**config.mk**
```make
export PLATFORM = sky130hd
export DESIGN_NAME = uart_tx_scheduler_flat
export DESIGN_NICKNAME = d
export VERILOG_FILES = /design/src/rtl/uart_sched_pkg.sv /design/src/rtl/uart_tx_scheduler_if.sv /design/src/rtl/uart_tx_scheduler_rr_arbiter.sv /design/src/rtl/uart_tx_scheduler.sv /design/src/flat_wrapper.sv
export SDC_FILE = /design/constraint.sdc
export NUM_CORES = 1
export LEC_CHECK = 0
export CAP_MARGIN = 10
export CORE_UTILIZATION = 40
export DETAILED_ROUTE_END_ITERATION = 16
export DONT_BUFFER_PORTS = 1
export PLACE_DENSITY = 0.67
export SLEW_MARGIN = 25
export SYNTH_ARGS = -nofsm -noshare
export SYNTH_HDL_FRONTEND = slang
export SYNTH_SLANG_ARGS = --single-unit
```
**constraint.sdc**
```tcl
create_clock -name clk -period 2.1 [get_ports clk]
set_clock_uncertainty 0.05 [all_clocks]
set_input_delay 0.42 -clock clk [delete_from_list [all_inputs] [get_ports clk]]
set_output_delay 0.42 -clock clk [all_outputs]
set_load 0.005 [all_outputs]
```
**src/rtl/uart_sched_pkg.sv**
```systemverilog
// Shared types and default constants for the RS485 UART transmit scheduler.
package uart_sched_pkg;

    typedef enum logic [1:0] {
        IDLE  = 2'd0,
        START = 2'd1,
        XFER  = 2'd2,
        GAP   = 2'd3
    } sched_state_e;

    typedef logic [4:0] cycle_t;

    localparam int DEF_N_REQ      = 4;
    localparam int DEF_GAP_CYCLES = 64;
    localparam int DEF_TIMEOUT    = 1024;
    localparam int DEF_CYCLE_MOD  = 20;

endpackage

```
**src/rtl/uart_tx_scheduler_if.sv**
```systemverilog
// Bundle between the requesters/transmitter (master side) and the scheduler (slave side).
// Handshake: rq is a level request held from grant until busy_in (transmitter dirRX) has risen
// and fallen again; busy_in is asynchronous, and rq may also drop without busy on a timeout.
interface uart_tx_scheduler_if
    import uart_sched_pkg::*;
#(
    parameter int N_REQ = DEF_N_REQ
);
    logic [N_REQ-1:0] req;
    logic             busy_in;
    logic             rq;
    logic [N_REQ-1:0] grant;
    cycle_t           cycle;
    logic             frame_done;
    logic             timeout_err;
    sched_state_e     state;

    modport master (
        output req, busy_in,
        input  rq, grant, cycle, frame_done, timeout_err, state
    );

    modport slave (
        input  req, busy_in,
        output rq, grant, cycle, frame_done, timeout_err, state
    );
endinterface

```
**src/rtl/uart_tx_scheduler_rr_arbiter.sv**
```systemverilog
// Combinational round-robin pick: first set request at or above ptr, wrapping past N-1.
module rr_arbiter #(
    parameter int N  = 4,
    parameter int IW = $clog2(N)
) (
    input  logic [N-1:0]  req,
    input  logic [IW-1:0] ptr,
    output logic [N-1:0]  grant,
    output logic [IW-1:0] idx,
    output logic          found
);
    always_comb begin
        int j;
        grant = '0;
        idx   = '0;
        found = 1'b0;
        j     = 0;
        for (int k = 0; k < N; k++) begin
            j = int'(ptr) + k;
            if (j >= N) j = j - N;
            if (!found && req[j]) begin
                found    = 1'b1;
                idx      = IW'(j);
                grant[j] = 1'b1;
            end
        end
    end
endmodule

```
**src/rtl/uart_tx_scheduler.sv**
```systemverilog
// Grants the shared RS485 frame transmitter round-robin, supervises each frame through the
// synchronised dirRX line, enforces the inter-frame gap and keeps the frame cycle number.
module uart_tx_scheduler
    import uart_sched_pkg::*;
#(
    parameter int N_REQ      = DEF_N_REQ,
    parameter int GAP_CYCLES = DEF_GAP_CYCLES,
    parameter int TIMEOUT    = DEF_TIMEOUT,
    parameter int CYCLE_MOD  = DEF_CYCLE_MOD
) (
    input logic               clk,
    input logic               reset,
    uart_tx_scheduler_if.slave bus
);
    localparam int IW = $clog2(N_REQ);
    localparam logic [IW-1:0] PTR_LAST = IW'(N_REQ - 1);
    localparam logic [15:0]   WD_LAST  = 16'(TIMEOUT - 1);
    localparam logic [15:0]   GAP_LAST = 16'(GAP_CYCLES - 1);
    localparam cycle_t        CYC_LAST = cycle_t'(CYCLE_MOD - 1);

    if (CYCLE_MOD < 1 || CYCLE_MOD > 32) begin : g_bad_cycle_mod
        $error("uart_tx_scheduler: CYCLE_MOD must lie in 1..32");
    end
    if (N_REQ < 2 || N_REQ > 8) begin : g_bad_n_req
        $error("uart_tx_scheduler: N_REQ must lie in 2..8");
    end

    sched_state_e     state_q, state_d;
    logic [IW-1:0]    ptr_q, ptr_d, pick_idx;
    logic [N_REQ-1:0] grant_q, grant_d, pick_grant;
    logic             pick_found;
    logic [15:0]      wd_q, wd_d, gap_q, gap_d;
    cycle_t           cycle_q, cycle_d;
    logic             rq_q, rq_d, done_q, done_d, tmo_q, tmo_d;
    logic             busy_m, busy_s;

    rr_arbiter #(.N(N_REQ), .IW(IW)) u_arb (
        .req   (bus.req),
        .ptr   (ptr_q),
        .grant (pick_grant),
        .idx   (pick_idx),
        .found (pick_found)
    );

    // dirRX comes from the transmitter's clock domain
    always_ff @(posedge clk or negedge reset) begin
        if (!reset) begin
            busy_m <= 1'b0;
            busy_s <= 1'b0;
        end else begin
            busy_m <= bus.busy_in;
            busy_s <= busy_m;
        end
    end

    always_ff @(posedge clk or negedge reset) begin
        if (!reset) begin
            state_q <= IDLE;
            ptr_q   <= '0;
            grant_q <= '0;
            wd_q    <= '0;
            gap_q   <= '0;
            cycle_q <= '0;
            rq_q    <= 1'b0;
            done_q  <= 1'b0;
            tmo_q   <= 1'b0;
        end else begin
            state_q <= state_d;
            ptr_q   <= ptr_d;
            grant_q <= grant_d;
            wd_q    <= wd_d;
            gap_q   <= gap_d;
            cycle_q <= cycle_d;
            rq_q    <= rq_d;
            done_q  <= done_d;
            tmo_q   <= tmo_d;
        end
    end

    always_comb begin
        state_d = state_q;
        ptr_d   = ptr_q;
        grant_d = grant_q;
        wd_d    = wd_q;
        gap_d   = gap_q;
        cycle_d = cycle_q;
        rq_d    = rq_q;
        done_d  = 1'b0;
        tmo_d   = 1'b0;
        case (state_q)
            IDLE: begin
                if (pick_found) begin
                    grant_d = pick_grant;
                    ptr_d   = (pick_idx == PTR_LAST) ? '0 : pick_idx + IW'(1);
                    rq_d    = 1'b1;
                    wd_d    = '0;
                    state_d = START;
                end
            end
            START: begin
                wd_d = wd_q + 16'd1;
                // an acknowledge arriving on the last watchdog clock still wins
                if (busy_s) begin
                    state_d = XFER;
                end else if (wd_q == WD_LAST) begin
                    rq_d    = 1'b0;
                    grant_d = '0;
                    tmo_d   = 1'b1;
                    gap_d   = '0;
                    state_d = GAP;
                end
            end
            XFER: begin
                if (!busy_s) begin
                    rq_d    = 1'b0;
                    grant_d = '0;
                    done_d  = 1'b1;
                    gap_d   = '0;
                    cycle_d = (cycle_q == CYC_LAST) ? '0 : cycle_q + cycle_t'(1);
                    state_d = GAP;
                end
            end
            GAP: begin
                gap_d = gap_q + 16'd1;
                if (gap_q == GAP_LAST) state_d = IDLE;
            end
            default: state_d = IDLE;
        endcase
    end

    assign bus.rq          = rq_q;
    assign bus.grant       = grant_q;
    assign bus.cycle       = cycle_q;
    assign bus.frame_done  = done_q;
    assign bus.timeout_err = tmo_q;
    assign bus.state       = state_q;
endmodule

```
**src/flat_wrapper.sv**
```systemverilog
// flat-port wrapper written by rule: the top's interface ports become plain ports
module uart_tx_scheduler_flat import uart_sched_pkg::*;
#(
    parameter int N_REQ      = DEF_N_REQ,
    parameter int GAP_CYCLES = DEF_GAP_CYCLES,
    parameter int TIMEOUT    = DEF_TIMEOUT,
    parameter int CYCLE_MOD  = DEF_CYCLE_MOD
)
  (clk, reset, bus_req, bus_busy_in, bus_rq, bus_grant, bus_cycle, bus_frame_done, bus_timeout_err, bus_state);
  uart_tx_scheduler_if #(.N_REQ(N_REQ)) bus_i ();
  input logic clk;
  input logic reset;
  input wire logic [$bits(bus_i.req)-1:0] bus_req;
  input wire logic [$bits(bus_i.busy_in)-1:0] bus_busy_in;
  output wire logic [$bits(bus_i.rq)-1:0] bus_rq;
  output wire logic [$bits(bus_i.grant)-1:0] bus_grant;
  output wire logic [$bits(bus_i.cycle)-1:0] bus_cycle;
  output wire logic [$bits(bus_i.frame_done)-1:0] bus_frame_done;
  output wire logic [$bits(bus_i.timeout_err)-1:0] bus_timeout_err;
  output wire logic [$bits(bus_i.state)-1:0] bus_state;
  assign bus_i.req = bus_req;
  assign bus_i.busy_in = bus_busy_in;
  assign bus_rq = bus_i.rq;
  assign bus_grant = bus_i.grant;
  assign bus_cycle = bus_i.cycle;
  assign bus_frame_done = bus_i.frame_done;
  assign bus_timeout_err = bus_i.timeout_err;
  assign bus_state = bus_i.state;
  uart_tx_scheduler #(.N_REQ(N_REQ), .GAP_CYCLES(GAP_CYCLES), .TIMEOUT(TIMEOUT), .CYCLE_MOD(CYCLE_MOD)) u_core (.clk(clk), .reset(reset), .bus(bus_i));
endmodule
```
==> metrics.log, run 1 <==
[metrics] worst path arrival time: around 2200 ps
[metrics] Final Util: 0.486
[metrics] Synth-to-Final Area Change: 16.3%
[metrics] power density over cell area: 1190 mW/mm^2
[metrics] number of enable-type register cells in the synthesized netlist: 0
[metrics] result of the run: completed
[metrics] Max Clk Rate: around 500 MHz
[metrics] CP max FO: 5
[metrics] class of the most critical setup path: flop to flop
[metrics] number of failing hold endpoints at the final stage: 0
[metrics] Die Footprint: 0.00802 mm^2
[metrics] Worst Max-Slew Pin Slew: 621 ps
[metrics] r2r worst-path depth: 7
[metrics] Warnings, synthesis: 0
[metrics] floorplan core area: 0.00733 mm^2
[metrics] busiest layer in global routing: met2
[metrics] leading cell types in the layout, fill and taps excluded: dfrtp_1, nand2_1, nor2_1, buf_4
[metrics] synthesized instance count: 323
[metrics] met1 track demand over resource in global routing: 0.251
[metrics] GR Util met3: 0.0277
[metrics] count of state elements after synthesis: 50
[metrics] antenna violations before repair: 0
[metrics] height of the die: 89.5 um
[metrics] global-route track usage on met2: 0.287
[metrics] Syn Nets: 342
[metrics] antenna fix cells: 0
[metrics] CTS H-Tree Depth: 2
[metrics] Horiz. Die Dim: 89.5 um
[metrics] setup repair after global routing missed its margin: true
[metrics] number of clock sinks: 50
[metrics] leading cell type in the layout, fill and taps excluded: dfrtp_1
[metrics] wirelength, routed: 6.83 mm
[metrics] number of max-capacitance violations reported: 0
[metrics] most used flip-flop cell after synthesis: dfrtp_1
[metrics] Starting Density: 0.418
[metrics] initial detailed-routing violation count: roughly 150
[metrics] Design Power: between 4 and 5 mW
[metrics] share of flip-flops with an asynchronous set or reset after synthesis: 1.00
[metrics] wire length of the first global-routing pass: 11.3 mm
[metrics] Slew Limit Headroom: 0.586
[metrics] post-route fraction of the period consumed by the critical path: 0.967
[metrics] pin count of the biggest net entering global routing: 51
[metrics] setup total negative slack: 0 ps
[metrics] final critical delay including setup and external delays: 2030 ps
[metrics] Mean Syn Cell Area: 9.49 um^2
[metrics] vias per inst: 5.80
[metrics] clock tree from TritonCTS: yes
[metrics] Netlist cell types: 61
[metrics] clock-pin transition on the worst setup and hold timing paths: 100 ps
[metrics] clock latency reported for the late side of the worst-skew pair: 310 ps
[metrics] Max Transition Viols Final: 0
[metrics] worst hold path class: input port to flop
[metrics] WL/cell: 15.4 um
[metrics] nature of the critical path endpoint: flop
[metrics] data required time of the critical path: roughly 2300 ps
[metrics] I/O pins: 21
[metrics] total vias in the final route: 2574
[metrics] proportion of layout cells with a drive suffix above 1: 0.188
[metrics] final-stage net count: 363
[metrics] placer's final routability congestion estimate: 0.843
[metrics] Mapped Area: between 0.003 and 0.004 mm^2
[metrics] TritonCTS buffer count: 5
[metrics] kind of start point of the critical path: flop
[metrics] maximum clock insertion buffer count: 2
[metrics] most area-consuming cells after synthesis: dfrtp_1, ha_1, nand2_1, o31ai_1, nor2_1
[metrics] antenna-violating nets left: 0
[metrics] Remaining DRCs: 0
[metrics] via count of the first global-routing pass: 2365
[metrics] Hold Path Cell Cnt: 0
[metrics] VDD IR-drop max: 0.000525 V
[metrics] leakage power: 1.46 nW
[metrics] Detailed Routing Iterations Pass 1: 4
[metrics] DPL Wire Length: about 4.8 mm
[metrics] Port Buffers: 0
[metrics] share of the yosys chip area belonging to registers: 0.408
[metrics] cell at the root of the clock tree: clkbuf_8
[metrics] most area-hungry cell type in the Yosys netlist: dfrtp_1
[metrics] setup violation total in the final timing report: 0
[metrics] total global-route track usage: 0.181
[metrics] total gr overflow: 0
[metrics] num rows: 31
[metrics] Yosys top cell area share: 0.408
## repair_timing
item	4_1_cts	5_1_grt
hold buffers	2	0
setup buffers	0	2
endpoints found under the hold margin	50	0
gates resized for setup	0	16
endpoints found under the setup margin	0	32
## flip-flops by register name, indices dropped and copies added, names as in the netlist, 2 cells and up
name,flops
u_core.bus.state,2
u_core.wd_q,16
u_core.bus.cycle,5
u_core.bus.grant,4
u_core.gap_q,16
u_core.ptr_q,2
## synthesized netlist by cell type (4+ instances only)
cell type	count
dfrtp_1	50
clkbuf_1	10
a21oi_1	10
o41ai_1	9
nor3_1	7
nor2_1	27
xnor2_1	9
xor2_1	5
o21ai_0	16
nor2b_1	4
nand2_1	30
o21a_1	4
nand3_1	15
o2bb2ai_1	4
a32oi_1	5
nand2b_1	6
ha_1	12
nor4_1	5
o31ai_1	14
inv_1	14
nand4_1	5
mux2i_1	5
## power by group
part | internal (mW) | switching (mW)
sequential | 1.13 | 0.166
clock | 0.272 | 0.336
combinational | 1.04 | 1.28
## per-layer routing
metal / routed length (um) / up-vias
li1: - / 1251
met1: 3360 / 1253
met2: 3130 / 58
met3: 230 / 12
met4: 105 / 0
met5: 0 / -
## path summary, 6_finish.rpt
path | from | to | slack, ps
worst min-delay path | bus_busy_in | u_core.busy_m | 80
worst max-delay path | u_core.ptr_q[0] | u_core.bus.grant[1] | 70
worst max register to register | u_core.ptr_q[0] | u_core.bus.grant[1] | 70
min in group asynchronous | reset | u_core.gap_q[7] | 550
worst min register to register | u_core.busy_m | u_core.busy_s | 310
max in group asynchronous | reset | u_core.wd_q[10] | 1190
## through the flow
| stage | hold slack [ps] | instance area [um^2] | worst slack, ps | std cells |
|---|---|---|---|---|
| finish | 81.6 | 3560 | 70.0 | 444 |
| global route | 63.3 | 3560 | -35.4 | 444 |
| CTS | 73.3 | 3450 | 28.8 | 441 |
| detailed placement | 76.0 | 3310 | 46.8 | 431 |
| global placement | 76.2 | 3310 | 68.6 | 431 |
| floorplan | 74.4 | 3080 | 27.6 | 323 |
## critical path, stage by stage, from the launching register on
cell and delay [ps]:
dfrtp_1 390, inv_4 70, ha_4 300, mux4_2 580, a21oi_1 170, o21ai_0 130, a32oi_1 160, o2bb2ai_1 80
## cells by family (layout without fill, tap and decap cells)
kind of cell | Yosys count | in the layout | synth area share
AND/OR/NAND/NOR | 127 | 127 | 0.224
buffers and inverters | 28 | 49 | 0.0380
flip-flops | 50 | 50 | 0.408
multiplexers | 10 | 11 | 0.0457
XOR/XNOR | 15 | 15 | 0.0473
adder cells (fa/ha/maj) | 12 | 12 | 0.0490
AO/OA/AOI/OAI | 81 | 81 | 0.188
## area by class of cell
| class | count | area (um^2) |
|---|---|---|
| fillers | 663 | 3770 |
| multi-input cells | 246 | 1810 |
| flip-flops and latches | 50 | 1250 |
| repair buffers | 27 | 225 |
| well taps | 99 | 124 |
| clock buffers | 6 | 82.6 |
| inverters | 14 | 55.1 |
| clock inverters | 2 | 16.3 |
No activity file was read; power rests on OpenSTA's default activity.
==> run 2, diff against run 1 <==
--- a/config.mk
+++ b/config.mk
@@ -6,10 +6,12 @@
 export NUM_CORES = 1
 export LEC_CHECK = 0
 export CAP_MARGIN = 10
+export CELL_PAD_IN_SITES_DETAIL_PLACEMENT = 1
+export CELL_PAD_IN_SITES_GLOBAL_PLACEMENT = 1
 export CORE_UTILIZATION = 40
 export DETAILED_ROUTE_END_ITERATION = 16
 export DONT_BUFFER_PORTS = 1
-export PLACE_DENSITY = 0.67
+export PLACE_DENSITY = 0.8
 export SLEW_MARGIN = 25
 export SYNTH_ARGS = -nofsm -noshare
 export SYNTH_HDL_FRONTEND = slang
==> run 2 against run 1 <==
The flow now finishes with violations (negative setup slack). Non-clock buffer count is 10 higher. Wire length is 39% higher. First-iteration DRC count is 26% higher. Via count is 8.4% higher. Worst hold slack worse by 8.7 ps. Global-route usage is 3.0 points higher. Critical path depth stayed put. Final cell count is 2.3% higher. Sequential share of layout area is 1.9 points lower. Power is 10% higher. Core utilization is 2.8 points higher. Critical path type unchanged. Largest cell class unchanged.
==> metrics.log, run 2 (synthesis gave the netlist of run 1 again) <==
[metrics] total gr overflow: 0
[metrics] Detailed Routing Iterations Pass 1: 4
[metrics] data required time of the critical path: 2230 ps
[metrics] final critical delay including setup and external delays: 2190 ps
[metrics] I/O pins: 21
[metrics] via count of the first global-routing pass: 2590
[metrics] TritonCTS buffer count: 5
[metrics] kind of start point of the critical path: flop
[metrics] failing checks: negative setup slack
[metrics] clock tree from TritonCTS: yes
[metrics] CTS H-Tree Depth: 2
[metrics] setup violation total in the final timing report: 5
[metrics] number of failing hold endpoints at the final stage: 0
[metrics] Port Buffers: 0
[metrics] clock-pin transition on the worst setup and hold timing paths: ~100 ps
[metrics] proportion of layout cells with a drive suffix above 1: 0.251
[metrics] num rows: 31
[metrics] initial detailed-routing violation count: 186
[metrics] Design Power: 4.65 mW
[metrics] Worst Max-Slew Pin Slew: 624 ps
[metrics] total vias in the final route: 2789
[metrics] power density over cell area: ~1200 mW/mm^2
[metrics] setup ws final: -88.2 ps
[metrics] WL/cell: 20.8 um
[metrics] clock latency reported for the late side of the worst-skew pair: 320 ps
[metrics] Max Clk Rate: 457 MHz
[metrics] worst hold path class: input port to flop
[metrics] Final Util: 0.514
[metrics] total global-route track usage: 0.211
[metrics] DP Cell Count: 434
[metrics] Finished Cell Area: 0.00377 mm^2
[metrics] setup repair after global routing missed its margin: true
[metrics] height of the die: slightly below 90 um
[metrics] wire length of the first global-routing pass: 13.0 mm
[metrics] VDD IR-drop max: 0.000436 V
[metrics] Max Transition Viols Final: 0
[metrics] Horiz. Die Dim: 89.5 um
[metrics] placer's final routability congestion estimate: 0.835
[metrics] antenna fix cells: 0
[metrics] number of max-capacitance violations reported: 0
[metrics] Starting Density: 0.418
[metrics] Synth-to-Final Area Change: 22.9%
[metrics] leakage power: 1.56 nW
[metrics] antenna violations before repair: 0
[metrics] CP max FO: 5
[metrics] nature of the critical path endpoint: flop
[metrics] pin count of the biggest net entering global routing: between 50 and 60
[metrics] wirelength, routed: roughly 9.5 mm
[metrics] worst path arrival time: approximately 2300 ps
[metrics] maximum clock insertion buffer count: 2
[metrics] setup total negative slack: -143 ps
[metrics] leading cell types in the layout, fill and taps excluded: dfrtp_1, buf_4, nand2_1, nor2_1, nand3_1
[metrics] number of clock sinks: 50
[metrics] post-route fraction of the period consumed by the critical path: 1.04
[metrics] final-stage net count: between 300 and 400
[metrics] floorplan core area: 0.00733 mm^2
[metrics] class of the most critical setup path: flop to flop
[metrics] Slew Limit Headroom: 0.583
[metrics] non-filler instance count after layout: 454
[metrics] area of placed instances: 0.00335 mm^2
[metrics] DPL Wire Length: between 5 and 6 mm
[metrics] antenna-violating nets left: 0
[metrics] result of the run: finished, violations left
[metrics] vias per inst: a little over 6
[metrics] Remaining DRCs: 0
[metrics] leading cell type in the layout, fill and taps excluded: dfrtp_1
[metrics] Die Footprint: 0.00802 mm^2
[metrics] cell at the root of the clock tree: clkbuf_8
run 2: changes by cell type in the layout (fill, tap and decap cells not counted), moves of 3 or more:
| cell | delta |
|---|---|
| buf_4 | +8 |
| o21ai_0 | -3 |
| o31ai_1 | -4 |
| o31ai_2 | +3 |
run 2: area by class of cell:
type | count | area [um^2]
Clock buffer | 5 | 68.8
Clock inverter | 3 | 28.8
Fill cell | 815 | 3560
Inverter | 14 | 58.8
Multi-Input combinational cell | 246 | 1920
Sequential cell | 50 | 1250
Tap cell | 99 | 124
Timing Repair Buffer | 37 | 317
run 2: routing by layer:
metal  vias to the layer above  part of all wire  GRT usage
met5                         -                 0          0
met4                         0             0.021     0.0548
met3                        17             0.037     0.0277
met2                        75              0.52      0.361
met1                      1430              0.43      0.281
li1                       1267                 -          -
run 2: report_power, final:
part	leakage, nW	total [mW]	internal (mW)	switching, mW
registers	0.670	1.31	1.13	0.174
logic	0.838	2.71	1.18	1.53
clock network	0.0506	0.632	0.250	0.382
total	1.56	4.65	2.56	2.09
run 2: repair_timing:
action,4_1_cts,5_1_grt
hold endpoints to repair,50,0
buffers inserted,2,7
pin swaps,1,13
hold buffers,2,0
gates cloned,0,1
endpoints found under the setup margin,11,32
resized for setup,5,34
run 2: worst max-delay path, stage by stage, from the launching register on:
cell,delay [ps]
dfrtp_1,380
ha_2,260
nand2_1,110
nand4bb_4,280
o21a_4,270
buf_4,160
o41ai_1,400
o31ai_1,140
run 2: final timing paths:
check	from	end	slack, ps	depth (start not counted)
max in group asynchronous	reset	u_core.gap_q[14]	1180	2
min in group asynchronous	reset	u_core.wd_q[10]	600	2
worst min-delay path	bus_busy_in	u_core.busy_m	70	0
worst min register to register	u_core.busy_m	u_core.busy_s	320	0
worst max-delay path	u_core.wd_q[1]	u_core.gap_q[6]	-90	7
worst max register to register	u_core.wd_q[1]	u_core.gap_q[6]	-90	7
run 2: through the flow:
| step | setup slack (ps) | hold WS [ps] |
|---|---|---|
| floorplan | 27.6 | 74.4 |
| global placement | 23.8 | 76.2 |
| detailed placement | -38.6 | 75.3 |
| CTS | -13.6 | 65.1 |
| global route | -147 | 60.4 |
| finish | -88.2 | 72.9 |
